<file path="config.mk">
export PLATFORM = sky130hd
export DESIGN_NAME = spi_resp_regfile
export DESIGN_NICKNAME = d
export VERILOG_FILES = /design/src/rtl/spi_resp_regfile.sv
export SDC_FILE = /design/constraint.sdc
export NUM_CORES = 1
export LEC_CHECK = 0
export CAP_MARGIN = 20
export CORE_MARGIN = 1
export CORE_UTILIZATION = 25
export CTS_CLUSTER_DIAMETER = 120
export DETAILED_ROUTE_END_ITERATION = 6
export PLACE_DENSITY = 0.4
export SETUP_SLACK_MARGIN = 0.2
export SYNTH_ARGS = -nofsm -noshare
export SYNTH_HDL_FRONTEND = slang
export SYNTH_SLANG_ARGS = --single-unit
</file>
<file path="constraint.sdc">
create_clock -name clk -period 4.7 [get_ports clk]
set_input_delay 1.175 -clock clk [delete_from_list [all_inputs] [get_ports clk]]
set_output_delay 1.175 -clock clk [all_outputs]
set_load 0.02 [all_outputs]
</file>
<file path="src/rtl/spi_resp_regfile.sv">
// SPI mode-3 responder fronting a 16x8 register file.
// SPI pins are oversampled in the clk domain; frames are R/W, addr[6:0], data[7:0].
module spi_resp_regfile #(
    parameter logic [6:0] WHO_AM_I_ADDR = 7'h75,
    parameter logic [7:0] WHO_AM_I_VAL  = 8'h70
) (
    input  logic       clk,
    input  logic       rstn,
    input  logic       spi_csn,
    input  logic       spi_clk,
    input  logic       spi_mosi,
    output logic       spi_miso,
    input  logic       host_we,
    input  logic [3:0] host_addr,
    input  logic [7:0] host_wdata,
    output logic       rx_valid,
    output logic       rx_rw,
    output logic [6:0] rx_addr,
    output logic [7:0] rx_data,
    output logic       frame_err,
    output logic       busy
);

    logic [2:0]  csn_q;
    logic [2:0]  sclk_q;
    logic [1:0]  mosi_q;
    logic        csn_s;
    logic        csn_rise;
    logic        sclk_rise;
    logic        sclk_fall;
    logic        mosi_s;

    logic [7:0]  regs [16];
    logic [4:0]  bit_cnt;
    logic [15:0] shift;
    logic [7:0]  rd_val;
    logic [7:0]  rd_sh;
    logic        done;
    logic        err_pend;

    logic [6:0]  addr8;
    logic [7:0]  rd_lookup;
    logic [7:0]  wdata;
    logic        wr_hit;

    // Bit [1] is the synchronized level, bit [2] the edge reference.
    always_ff @(posedge clk or negedge rstn) begin
        if (!rstn) begin
            csn_q  <= 3'b111;
            sclk_q <= 3'b111;
            mosi_q <= 2'b00;
        end else begin
            csn_q  <= {csn_q[1:0], spi_csn};
            sclk_q <= {sclk_q[1:0], spi_clk};
            mosi_q <= {mosi_q[0], spi_mosi};
        end
    end

    assign csn_s     = csn_q[1];
    assign csn_rise  = csn_q[1] & ~csn_q[2];
    assign sclk_rise = sclk_q[1] & ~sclk_q[2];
    assign sclk_fall = ~sclk_q[1] & sclk_q[2];
    assign mosi_s    = mosi_q[1];
    assign busy      = ~csn_s;

    // Address as it stands once the 8th bit lands.
    assign addr8 = {shift[5:0], mosi_s};
    assign wdata = {shift[6:0], mosi_s};
    assign wr_hit = ~shift[14] && (shift[13:11] == 3'b000);

    always_comb begin
        rd_lookup = 8'h00;
        if (addr8[6:4] == 3'b000)
            rd_lookup = regs[addr8[3:0]];
        else if (addr8 == WHO_AM_I_ADDR)
            rd_lookup = WHO_AM_I_VAL;
    end

    always_ff @(posedge clk or negedge rstn) begin
        if (!rstn) begin
            for (int i = 0; i < 16; i++)
                regs[i] <= 8'h00;
            bit_cnt   <= 5'd0;
            shift     <= 16'h0000;
            rd_val    <= 8'h00;
            rd_sh     <= 8'h00;
            done      <= 1'b0;
            err_pend  <= 1'b0;
            spi_miso  <= 1'b0;
            rx_valid  <= 1'b0;
            rx_rw     <= 1'b0;
            rx_addr   <= 7'h00;
            rx_data   <= 8'h00;
            frame_err <= 1'b0;
        end else begin
            done      <= 1'b0;
            err_pend  <= 1'b0;
            rx_valid  <= done;
            frame_err <= err_pend;
            if (done) begin
                rx_rw   <= shift[15];
                rx_addr <= shift[14:8];
                rx_data <= shift[15] ? rd_val : shift[7:0];
            end
            if (host_we)
                regs[host_addr] <= host_wdata;
            if (csn_s) begin
                bit_cnt  <= 5'd0;
                rd_sh    <= 8'h00;
                spi_miso <= 1'b0;
                if (csn_rise && bit_cnt != 5'd0 && bit_cnt != 5'd16)
                    err_pend <= 1'b1;
            end else begin
                if (sclk_rise && bit_cnt != 5'd16) begin
                    shift   <= {shift[14:0], mosi_s};
                    bit_cnt <= bit_cnt + 5'd1;
                    if (bit_cnt == 5'd7) begin
                        rd_val <= rd_lookup;
                        rd_sh  <= shift[6] ? rd_lookup : 8'h00;
                    end
                    if (bit_cnt == 5'd15) begin
                        done <= 1'b1;
                        // Placed after the host write so SPI wins a tie.
                        if (wr_hit)
                            regs[shift[10:7]] <= wdata;
                    end
                end
                if (sclk_fall) begin
                    spi_miso <= rd_sh[7];
                    rd_sh    <= {rd_sh[6:0], 1'b0};
                end
            end
        end
    end

endmodule

</file>
==> impl_results.md <==
- Port buffer count: 37
- Reg-to-Reg Start: bit_cnt[0]
- Final worst-path cycle share: 74.9%
- Worst path required time: 3.52 ns
- Slew Limit Fails: 0
- # nets final: 954
- Max-Cap Viols: 0
- Initial antenna violation count: 0
- Post-synthesis xor/xnor area fraction: 0.266%
- Rows: 72
- Antenna diode instance count: 0
- Adder and majority gate portion of the synthesized area: 0.380%
- Critical Path AT: 2.34 ns
- Most frequent cells after synthesis: dfrtp_1 (188), mux2i_1 (165), nor2_1 (155)
- Post-Place Setup Slack: 1.35 ns
- Worst Path Buf+Inv: 2
- Antenna-violating nets left: 0
- Die H: 201 um
- Synth area leader: dfrtp_1
- GP Congestion: 0.750
- Reg-to-reg slack, setup: 1.42 ns
- CTS sink cnt: 194
- # setup viols final: 0
- Layout cells sized above 1: 13.3%
- Net Count, Synth: 941
- Setup TNS: 0 ns
- Setup WS post-layout: 1.18 ns
- DRC Markers: 0
- Vias: 6907
- Pre-antenna DRT Iters: 5
- Number of synthesized flops with an enable pin: 0
- H-tree Lvls: 4
- DP HPWL: 19.4 mm
- Count leader, synth: dfrtp_1
- IO Pins: 38
- Vias per cell: 4.72
- Die Footprint: 40300 um2
- Post-synthesis cell count: 920
- Clock buffer depth: 2
- DR WL/cell: 20.6 um
- Status: finished, final reports clean
- Fillers: 3965
- Cell Pwr Density: 435 nW/um2
- Largest family of logic cells by synthesized area: multiplexers
- Netlist cell types: 46
- Switching part of the total power: 34.3%
- Worst ir drop on vdd: 0.193 mV
- Clk pwr share: 31.0%
- Hold Path Class: reg2reg
- Total power: 4.97 mW
- Least-Margin Pin Slew: 1.21 ns
- Net Sw Power: 1.70 mW
- Post-synth top area share: 47.6%
- RSZ-0062 raised after global routing: false
- Leak Pwr: 5.03 nW
- Hold Slack: 0.350 ns
- Simple logic cell fraction of the synthesized area: 12.0%
- CTS root buf: clkbuf_16
- Skew final: 0.0153 ns
- First-iteration detailed-routing DRC count: 508
- Synthesized area: 9880 um2
- Synth async-reset ratio: 100%
- First-pass GRT wire length: 46.5 mm
- Syn avg cell area: 10.7 um2
- Initial Util: 25.4%
- Type of the worst setup path: reg2out
- Final wirelength: 30.1 mm
- Postcts setup bufs: 0
- Number of hold buffers added after cts: 0
- CP max FO: 18
- Core box area: 38800 um2
- Synth area leaders: dfrtp_1 (48%), mux2i_1 (17%), a21oi_1 (6.9%)
- Yosys reg bits: 194
- CP Cell Sequence: clkinv_1 > clkdlybuf4s50_1
- Register area share after synthesis: 49.2%
- Synth Area in Compound Gates: 11.3%
- Hold Violations, Final: 0
- Largest net degree at the start of global routing: 94
- Area grow syn2layout: 15.8%
- Crit start category: register
- Total track usage: 15.4%
- Clock Latency Late Sink: 0.44 ns
- Hold_sp: mosi_q[0]
- Post-synthesis mux area share: 23.4%
- Global route overflow: 0
- Die Wd: 201 um
- CP max-delay cell: dfstp_2
- Vias in the first global route: 6964
- TritonCTS clock tree: yes
- Top FF cell, synth: dfrtp_1
- CP top delay family: buffers and inverters
- Clock Pin Slew Worst Setup and Hold Paths: 0.07 ns
- Fmax: 284 MHz
- Worst slew margin: 17.4%
- Tmin final: 3.52 ns
- Post_cts resized: 0
- Cts bufs inserted: 17
- Internal: 3.27 mW
- Crit-path max cell delay: 0.83 ns
- Crit. End Element: output port
- Synth warn: 0
- Comb pwr share: 25.2%
- Critical Path Start: csn_q[1]
- Seq pwr share: 43.8%
## routing by layer
layer  global-route usage [%]  up-vias  wire length (um)
met5                        0        -                 0
met3                     2.00       18               642
met4                     3.98        0               435
li1                         -     3326                 -
met2                     25.1      104             14500
met1                     21.4     3459             14500
## per-stage QoR
| stage | cells | utilization, % | instance area (um2) |
|---|---|---|---|
| 2_1_floorplan | 920 | - | 9880 |
| 3_3_place_gp | 1432 | 27.9 | 10800 |
| 3_5_place_dp | 1432 | 27.9 | 10800 |
| 4_1_cts | 1464 | 29.5 | 11400 |
| 5_1_grt | 1464 | 29.5 | 11400 |
| 6_report | 1464 | 29.5 | 11400 |
## layout make-up
class                      count  area (um2)  share of cell area, %
clock inverter                14         173                   1.51
clock buffer                  18         439                   3.84
sequential                   194        4870                   42.5
inverter                       4        15.0                  0.131
tap                          518         648                   5.67
multi-input combinational    650        4690                   41.0
timing repair buffer          66         604                   5.28
## worst paths after layout
kind	cells past startpoint	to
worst max-delay path	2	busy
worst min-delay path	0	mosi_q[1]
worst max register to register	9	regs[113]
worst min register to register	0	mosi_q[1]
max in group asynchronous	2	sclk_q[2]
min in group asynchronous	1	regs[39]
## power groups by stage
stage | clock network, mW | logic, mW | registers (mW)
finish | 1.54 | 1.25 | 2.18
global route | 1.65 | 1.36 | 2.21
CTS | 1.59 | 1.27 | 2.18
detailed placement | 0 | 1.27 | 2.21
global placement | 0 | 1.27 | 2.21
floorplan | 0 | 0.830 | 2.11
## state kept, by name (all words and copies together), names as in the netlist, 3 cells and up
register  count
bit_cnt       5
rd_sh         8
rd_val        8
csn_q         3
shift        16
rx_addr       7
sclk_q        3
regs        128
rx_data       8
## placed cells by master, fill, tap and decap left out, types with 7 or more instances in the layout
cell	n
nand2_1	17
a22o_1	11
dfrtp_1	186
mux2_2	27
nand4_1	9
mux2i_1	165
buf_4	28
clkbuf_16	17
nand3_2	7
clkinv_4	7
mux4_2	16
clkdlybuf4s50_1	36
nor2b_1	13
nand3_1	17
a22oi_1	12
nor2_1	155
a21oi_1	137
## cell families (layout without fill, tap and decap cells)
kind of cell / after synthesis / in the layout
AOI/OAI and AO/OA: 186 / 186
xor gates and xnor gates: 3 / 3
adders and majority gates: 3 / 3
buffers and inverters: 76 / 102
DFF: 194 / 194
muxes: 208 / 208
and+or+nand+nor: 250 / 250
Note: power is estimated with default switching activity, not from simulation.
